==> src/rtl/fetch_decode_seq_pkg.sv <==
// Shared types and constants for the front-end fetch/decode sequencer.
package fdseq_pkg;

   typedef enum logic [2:0] {
      S_IDLE    = 3'd0,
      S_FETCH   = 3'd1,
      S_DECODE  = 3'd2,
      S_ISSUE   = 3'd3,
      S_WAIT_BR = 3'd4,
      S_TRAP    = 3'd5
   } state_t;

   localparam logic [6:0]  OP_JAL   = 7'b1101111;
   localparam logic [6:0]  OP_JALR  = 7'b1100111;
   localparam logic [6:0]  OP_BR    = 7'b1100011;
   localparam logic [11:0] ILL_CODE = 12'hFFF;
   localparam logic [31:0] NOP_INST = 32'h0000_0013;

   // Control-flow instructions stall the front end until execute resolves them.
   function automatic logic is_ctrl_flow(input logic [11:0] code);
      return (code[6:0] == OP_JAL) || (code[6:0] == OP_JALR) || (code[6:0] == OP_BR);
   endfunction

endpackage

==> src/rtl/fetch_decode_seq_if.sv <==
// Bus bundle between the sequencer and memory, decoder, execute and trap logic.
interface fdseq_if #(parameter int ADDR_W = 32);

   logic              mem_req;
   logic [ADDR_W-1:0] mem_addr;
   logic              mem_ack;
   logic [31:0]       mem_rdata;
   logic [31:0]       dec_inst;
   logic [11:0]       dec_code;
   logic              iss_valid;
   logic              iss_ready;
   logic [ADDR_W-1:0] iss_pc;
   logic [11:0]       iss_code;
   logic              br_done;
   logic              br_taken;
   logic [ADDR_W-1:0] br_target;
   logic              trap;
   logic [ADDR_W-1:0] trap_pc;
   logic              trap_ack;

   // Issue handshake: a transfer happens on a rising edge where iss_valid and
   // iss_ready are both 1; iss_valid never drops and iss_pc/iss_code never change
   // while iss_valid=1 and iss_ready=0. mem_req/mem_addr likewise hold until mem_ack.
   modport master (
      output mem_req, mem_addr, dec_inst, iss_valid, iss_pc, iss_code, trap, trap_pc,
      input  mem_ack, mem_rdata, dec_code, iss_ready, br_done, br_taken, br_target, trap_ack
   );

   modport slave (
      input  mem_req, mem_addr, dec_inst, iss_valid, iss_pc, iss_code, trap, trap_pc,
      output mem_ack, mem_rdata, dec_code, iss_ready, br_done, br_taken, br_target, trap_ack
   );

endinterface

==> src/rtl/fetch_decode_seq.sv <==
// In-order front-end sequencer: fetch one word, wait for the decoder's code,
// issue or trap, and serialise control flow. Owns the PC.
module fetch_decode_seq
   import fdseq_pkg::*;
#(
   parameter int                 ADDR_W   = 32,
   parameter logic [ADDR_W-1:0]  RESET_PC = '0,
   parameter logic [11:0]        ILL_CODE = fdseq_pkg::ILL_CODE
) (
   input  logic          clk,
   input  logic          rstn,
   input  logic          run,
   fdseq_if.master       bus,
   output state_t        dbg_state
);

   state_t              state_q, state_d;
   logic [ADDR_W-1:0]   pc_q, pc_d;
   logic                mem_req_q, mem_req_d;
   logic [31:0]         dec_inst_q, dec_inst_d;
   logic                dec_wait_q, dec_wait_d;
   logic                iss_valid_q, iss_valid_d;
   logic [ADDR_W-1:0]   iss_pc_q, iss_pc_d;
   logic [11:0]         iss_code_q, iss_code_d;
   logic                trap_q, trap_d;
   logic [ADDR_W-1:0]   trap_pc_q, trap_pc_d;

   logic                retire;
   logic [ADDR_W-1:0]   next_pc;
   logic [ADDR_W-1:0]   pc_plus4;

   assign pc_plus4 = pc_q + ADDR_W'(4);

   always_comb begin
      state_d     = state_q;
      pc_d        = pc_q;
      mem_req_d   = mem_req_q;
      dec_inst_d  = dec_inst_q;
      dec_wait_d  = dec_wait_q;
      iss_valid_d = iss_valid_q;
      iss_pc_d    = iss_pc_q;
      iss_code_d  = iss_code_q;
      trap_d      = trap_q;
      trap_pc_d   = trap_pc_q;
      retire      = 1'b0;
      next_pc     = pc_plus4;

      case (state_q)
         S_IDLE: begin
            if (run) begin
               state_d   = S_FETCH;
               mem_req_d = 1'b1;
            end
         end
         S_FETCH: begin
            if (bus.mem_ack) begin
               dec_inst_d = bus.mem_rdata;
               mem_req_d  = 1'b0;
               dec_wait_d = 1'b1;
               state_d    = S_DECODE;
            end
         end
         S_DECODE: begin
            // First cycle lets the decoder register the new word; the code is
            // read on the following cycle.
            if (dec_wait_q) begin
               dec_wait_d = 1'b0;
            end else if (bus.dec_code == ILL_CODE) begin
               trap_d    = 1'b1;
               trap_pc_d = pc_q;
               state_d   = S_TRAP;
            end else begin
               iss_valid_d = 1'b1;
               iss_pc_d    = pc_q;
               iss_code_d  = bus.dec_code;
               state_d     = S_ISSUE;
            end
         end
         S_ISSUE: begin
            if (bus.iss_ready) begin
               iss_valid_d = 1'b0;
               if (is_ctrl_flow(iss_code_q)) begin
                  state_d = S_WAIT_BR;
               end else begin
                  retire = 1'b1;
               end
            end
         end
         S_WAIT_BR: begin
            if (bus.br_done) begin
               retire = 1'b1;
               if (bus.br_taken) begin
                  next_pc = {bus.br_target[ADDR_W-1:2], 2'b00};
               end
            end
         end
         S_TRAP: begin
            if (bus.trap_ack) begin
               trap_d = 1'b0;
               retire = 1'b1;
            end
         end
         default: begin
            state_d = S_IDLE;
         end
      endcase

      // run is only consulted here, at the instruction boundary.
      if (retire) begin
         pc_d = next_pc;
         if (run) begin
            state_d   = S_FETCH;
            mem_req_d = 1'b1;
         end else begin
            state_d   = S_IDLE;
         end
      end
   end

   always_ff @(posedge clk or negedge rstn) begin
      if (!rstn) begin
         state_q     <= S_IDLE;
         pc_q        <= RESET_PC;
         mem_req_q   <= 1'b0;
         dec_inst_q  <= NOP_INST;
         dec_wait_q  <= 1'b0;
         iss_valid_q <= 1'b0;
         iss_pc_q    <= RESET_PC;
         iss_code_q  <= '0;
         trap_q      <= 1'b0;
         trap_pc_q   <= RESET_PC;
      end else begin
         state_q     <= state_d;
         pc_q        <= pc_d;
         mem_req_q   <= mem_req_d;
         dec_inst_q  <= dec_inst_d;
         dec_wait_q  <= dec_wait_d;
         iss_valid_q <= iss_valid_d;
         iss_pc_q    <= iss_pc_d;
         iss_code_q  <= iss_code_d;
         trap_q      <= trap_d;
         trap_pc_q   <= trap_pc_d;
      end
   end

   assign bus.mem_req   = mem_req_q;
   assign bus.mem_addr  = pc_q;
   assign bus.dec_inst  = dec_inst_q;
   assign bus.iss_valid = iss_valid_q;
   assign bus.iss_pc    = iss_pc_q;
   assign bus.iss_code  = iss_code_q;
   assign bus.trap      = trap_q;
   assign bus.trap_pc   = trap_pc_q;
   assign dbg_state     = state_q;

endmodule

==> src/flat_wrapper.sv <==
// flat-port wrapper written by rule: the top's interface ports become plain ports
module fetch_decode_seq_flat import fdseq_pkg::*;
#(
   parameter int                 ADDR_W   = 32,
   parameter logic [ADDR_W-1:0]  RESET_PC = '0,
   parameter logic [11:0]        ILL_CODE = fdseq_pkg::ILL_CODE
)
  (clk, rstn, run, dbg_state, bus_mem_req, bus_mem_addr, bus_dec_inst, bus_iss_valid, bus_iss_pc, bus_iss_code, bus_trap, bus_trap_pc, bus_mem_ack, bus_mem_rdata, bus_dec_code, bus_iss_ready, bus_br_done, bus_br_taken, bus_br_target, bus_trap_ack);
  fdseq_if #(.ADDR_W(ADDR_W)) bus_i ();
  input  logic clk;
  input  logic rstn;
  input  logic run;
  output state_t dbg_state;
  output wire logic [$bits(bus_i.mem_req)-1:0] bus_mem_req;
  output wire logic [$bits(bus_i.mem_addr)-1:0] bus_mem_addr;
  output wire logic [$bits(bus_i.dec_inst)-1:0] bus_dec_inst;
  output wire logic [$bits(bus_i.iss_valid)-1:0] bus_iss_valid;
  output wire logic [$bits(bus_i.iss_pc)-1:0] bus_iss_pc;
  output wire logic [$bits(bus_i.iss_code)-1:0] bus_iss_code;
  output wire logic [$bits(bus_i.trap)-1:0] bus_trap;
  output wire logic [$bits(bus_i.trap_pc)-1:0] bus_trap_pc;
  input wire logic [$bits(bus_i.mem_ack)-1:0] bus_mem_ack;
  input wire logic [$bits(bus_i.mem_rdata)-1:0] bus_mem_rdata;
  input wire logic [$bits(bus_i.dec_code)-1:0] bus_dec_code;
  input wire logic [$bits(bus_i.iss_ready)-1:0] bus_iss_ready;
  input wire logic [$bits(bus_i.br_done)-1:0] bus_br_done;
  input wire logic [$bits(bus_i.br_taken)-1:0] bus_br_taken;
  input wire logic [$bits(bus_i.br_target)-1:0] bus_br_target;
  input wire logic [$bits(bus_i.trap_ack)-1:0] bus_trap_ack;
  assign bus_mem_req = bus_i.mem_req;
  assign bus_mem_addr = bus_i.mem_addr;
  assign bus_dec_inst = bus_i.dec_inst;
  assign bus_iss_valid = bus_i.iss_valid;
  assign bus_iss_pc = bus_i.iss_pc;
  assign bus_iss_code = bus_i.iss_code;
  assign bus_trap = bus_i.trap;
  assign bus_trap_pc = bus_i.trap_pc;
  assign bus_i.mem_ack = bus_mem_ack;
  assign bus_i.mem_rdata = bus_mem_rdata;
  assign bus_i.dec_code = bus_dec_code;
  assign bus_i.iss_ready = bus_iss_ready;
  assign bus_i.br_done = bus_br_done;
  assign bus_i.br_taken = bus_br_taken;
  assign bus_i.br_target = bus_br_target;
  assign bus_i.trap_ack = bus_trap_ack;
  fetch_decode_seq #(.ADDR_W(ADDR_W), .RESET_PC(RESET_PC), .ILL_CODE(ILL_CODE)) u_core (.clk(clk), .rstn(rstn), .run(run), .bus(bus_i), .dbg_state(dbg_state));
endmodule
==> config.mk <==
export PLATFORM = sky130hd
export DESIGN_NAME = fetch_decode_seq_flat
export DESIGN_NICKNAME = d
export VERILOG_FILES = /design/src/rtl/fetch_decode_seq_pkg.sv /design/src/rtl/fetch_decode_seq_if.sv /design/src/rtl/fetch_decode_seq.sv /design/src/flat_wrapper.sv
export SDC_FILE = /design/constraint.sdc
export NUM_CORES = 1
export LEC_CHECK = 0
export ABC_AREA = 1
export BUFFER_PORTS_ARGS = -buffer_cell sky130_fd_sc_hd__buf_2
export CAP_MARGIN = 20
export CELL_PAD_IN_SITES_DETAIL_PLACEMENT = 0
export CELL_PAD_IN_SITES_GLOBAL_PLACEMENT = 2
export CORE_MARGIN = 1
export CORE_UTILIZATION = 31
export DETAILED_ROUTE_END_ITERATION = 12
export PLACE_DENSITY = 0.82
export SYNTH_ARGS = -nofsm -noshare
export SYNTH_HDL_FRONTEND = slang
export SYNTH_SLANG_ARGS = --single-unit
==> constraint.sdc <==
create_clock -name clk -period 2.73 [get_ports clk]
set_input_delay 0 -clock clk [delete_from_list [all_inputs] [get_ports clk]]
set_output_delay 0 -clock clk [all_outputs]
set_load 0.1 [all_outputs]
==> impl_results.md <==
- Die width: 150 um
- Total overflow reported by the global router: 0
- Seq/Total Area, Yosys: 51.9%
- Final design area excluding fillers: 9590 um2
- Share of the clock period used by the worst path: 78.0%
- Post-DP Area: 8150 um2
- Post-synthesis average cell area: 8.40 um2
- Maximum clock insertion buffer count: 2
- Mapped Area: 6800 um2
- Inserted Diodes: 0
- Maximum net fanout on the critical path: 17
- Antenna violations before repair: 0
- Share of synthesized area spent on multiplexers: 5.30%
- Final Routed Wirelength: 21600 um
- Setup Total Neg Slack: 0 ns
- Worst slew margin relative to its limit: 46.5%
- Unrepaired setup endpoints after global routing: false
- Clock skew: 0.0110 ns
- Standard-cell rows: 53
- Netlist cell types: 33
- Final setup fails: 0
- Worst slew pin tran: 0.803 ns
- Register cell area after layout: 3530 um2
- Vias in the first global route: 6044
- Clock Root Buffer: sky130_fd_sc_hd__clkbuf_16
- Vias post-DR: 6253
- TritonCTS Buffers: 17
- GPL Wtd Cong: 0.811
- Startpoint kind of the worst setup timing path: flip-flop
- Reported max-cap violation count: 0
- Mean number of vias per cell: 4.49
- Effective utilization at floorplan: 32.0%
- # placed instances: 1284
- Synth Register Bits: 141
- Area Growth Syn to Fin: 41.0%
- Area used by multi-input combinational logic: 2800 um2
- Fraction of the mapped netlist area in simple logic gates: 24.8%
- Setup Crit Path Kind: flip-flop to flip-flop
- Maximum number of pins on one net before global-route repair: 85
- Count of yosys warnings during synthesis: 0
- Wire length of the first global-routing pass: 33300 um
- Filler cell count in the final layout: 2218
- Xor and xnor fraction of the mapped netlist area: 0%
- Final Net Count: 1191
- Syn Inst Count: 810
- Crit path DAT: 2.45 ns
- Final Max Slew Viols: 0
- Pre-CTS WS: 0.580 ns
- Die Height: 150 um
- Most prevalent standard cell on the critical path: sky130_fd_sc_hd__nand2_1
- GRT Resource Usage Total: 19.6%
- DRT antenna net count: 0
- Number of input and output port buffers inserted: 221
- Count of non-filler cells in the finished layout: 1394
- H-tree levels: 4
- Classification of the worst-slack hold path: primary input to async pin
- Cell chain of the critical path: nor2_1 -> nand3_2 -> clkinv_1 -> nor2_1 -> nand3_1 -> nand2_1 -> nand2_1 -> nand2_1 -> inv_1
- Pre-Repair DR Iteration Count: 4
- Proportion of layout cells with a drive suffix above 1: 30.7%
- Routed length per placed instance: 15.5 um
- Post-synthesis share of cell area spent on full adders, half adders and majority gates: 0.184%
- CP max stage cell: sky130_fd_sc_hd__dfrtp_1
- Clock sinks: 141
- Number of hold-slack violations in the final timing report: 0
- 1st-iter DRT viols: 314
- Main combinational cell family by area after synthesis: simple AND/OR/NAND/NOR gates
- Critical Path Max Stage Delay: 0.57 ns
- Run status: completed
- Slack of the critical path: 0.599 ns
- Insertion delay of the later-clocked pin in the worst-skew pair: 0.42 ns
- Top Ports: 230
- Final critical delay including setup and external delays: 2.13 ns
- Area of the die: 22500 um2
- Core Footprint: 21300 um2
- Fraction of the mapped netlist area in compound gates: 10.4%
- Category of the worst setup path capture point: flip-flop
- Required time of the worst setup path: 3.04 ns
- Clk pin slew, worst setup/hold paths: 0.07 ns
- Clock tree from TritonCTS: yes
- Drc violations: 0
- Top achievable clock speed: 469 MHz
- Post-detailed-placement half-perimeter wirelength: 15600 um
## worst max-delay path, delay by kind of cell (launching register included)
| kind | cells | cell delay [ns] |
|---|---|---|
| and+or+nand+nor | 7 | 1.04 |
| buffers and inverters | 2 | 0.42 |
| DFF | 1 | 0.57 |
## timing repair
| item | in CTS | in global routing |
|---|---|---|
| setup buffers | 0 | 0 |
| hold buffers | 78 | 0 |
| gates resized for setup | 0 | 0 |
| endpoints found under the hold margin | 158 | 0 |
## cells in the mapped netlist
cell type                  number  area share (%)
sky130_fd_sc_hd__a21oi_1       12            0.88
sky130_fd_sc_hd__a21oi_2        1            0.13
sky130_fd_sc_hd__a22oi_1        2            0.22
sky130_fd_sc_hd__a31oi_1        1           0.092
sky130_fd_sc_hd__buf_1          1           0.055
sky130_fd_sc_hd__buf_2         16             1.2
sky130_fd_sc_hd__buf_4          7            0.77
sky130_fd_sc_hd__buf_6          9             1.5
sky130_fd_sc_hd__clkbuf_1       5            0.28
sky130_fd_sc_hd__clkinv_1       1           0.055
sky130_fd_sc_hd__conb_1         1           0.055
sky130_fd_sc_hd__dfrtp_1      138              51
sky130_fd_sc_hd__dfstp_2        3             1.2
sky130_fd_sc_hd__ha_1           1            0.18
sky130_fd_sc_hd__inv_1         61             3.4
sky130_fd_sc_hd__inv_2          3            0.17
sky130_fd_sc_hd__mux2_2        32             5.3
sky130_fd_sc_hd__nand2_1      252              14
sky130_fd_sc_hd__nand3_1       52             3.8
sky130_fd_sc_hd__nand4_1        5            0.46
sky130_fd_sc_hd__nand4_2        1            0.18
sky130_fd_sc_hd__nor2_1        98             5.4
sky130_fd_sc_hd__nor2_2         1           0.092
sky130_fd_sc_hd__nor2_4         2            0.33
sky130_fd_sc_hd__nor3_1         1           0.073
sky130_fd_sc_hd__o211ai_1       2            0.22
sky130_fd_sc_hd__o21ai_0       61             4.5
sky130_fd_sc_hd__o21ai_1        1           0.073
sky130_fd_sc_hd__o21ai_2       30             3.9
sky130_fd_sc_hd__o21bai_1       2            0.22
sky130_fd_sc_hd__o22ai_1        2            0.18
sky130_fd_sc_hd__or2_1          1           0.092
sky130_fd_sc_hd__or2_2          5            0.46
## layer usage
metal | up-vias | GRT usage [%] | part of all wire (%)
met4 | 0 | 4.75 | 0.40
li1 | 3188 | - | -
met1 | 2880 | 26.9 | 48
met2 | 181 | 31.7 | 46
met3 | 4 | 3.94 | 5.4
met5 | - | 0 | 0
## logic make-up (layout without fill, tap and decap cells)
| kind of cell | count (synthesis) | in the layout |
|---|---|---|
| flip-flops | 141 | 141 |
| adder cells (fa/ha/maj) | 1 | 1 |
| multiplexers | 32 | 32 |
| other | 1 | 6 |
| AO/OA/AOI/OAI | 114 | 114 |
| buffers and inverters | 103 | 407 |
| AND/OR/NAND/NOR | 418 | 418 |
## sequential cells by signal, indices dropped and copies added (netlist names)
register	flops
u_core.bus.dec_inst	32
u_core.bus.iss_code	12
u_core.bus.iss_pc	30
u_core.bus.iss_valid	1
u_core.bus.mem_addr	30
u_core.bus.mem_req	1
u_core.bus.trap	1
u_core.bus.trap_pc	30
u_core.dbg_state	3
u_core.dec_wait_q	1
## final timing paths
path                                       from                      end  slack (ns)  cells after the start
min in group clk                    bus_br_done      u_core.dbg_state[2]        0.22                      8
min reg2reg                u_core.bus.iss_valid     u_core.bus.iss_valid        0.47                      2
max reg2reg                 u_core.dbg_state[0]  u_core.bus.mem_addr[23]        0.60                      9
max                         u_core.dbg_state[0]  u_core.bus.mem_addr[23]        0.60                      9
min                                        rstn    u_core.bus.iss_pc[28]        0.21                      2
max in group asynchronous                  rstn   u_core.bus.dec_inst[0]        1.66                      3
## area by class of cell
type	instances	share of cell area [%]
inverter	65	2.54
clock inverter	14	2.40
tap	275	3.59
multi-input combinational	571	29.2
clock buffer	18	4.47
sequential	141	36.8
timing repair buffer	310	21.0
## cell usage in the layout, fill, tap and decap left out, drive strengths merged, types with 3 or more instances in the layout
| cell | count |
|---|---|
| bufinv | 5 |
| clkbuf | 18 |
| or2 | 6 |
| nand4 | 6 |
| buf | 232 |
| a21oi | 13 |
| inv | 69 |
| nand2 | 252 |
| nand3 | 52 |
| o21ai | 92 |
| clkinv | 4 |
| conb | 6 |
| nor2 | 101 |
| dlygate4sd3 | 78 |
| dfrtp | 138 |
| dfstp | 3 |
| mux2 | 32 |
## through the flow
stage               hold slack, ns  util (%)
floorplan                   -0.296         -
global placement             0.134      38.3
detailed placement           0.135      38.3
CTS                          0.205      45.1
global route                 0.250      45.1
finish                       0.213      45.1
Power is not shown: default switching activity piles up to over one toggle a cycle in this logic, so the estimate is an artifact.
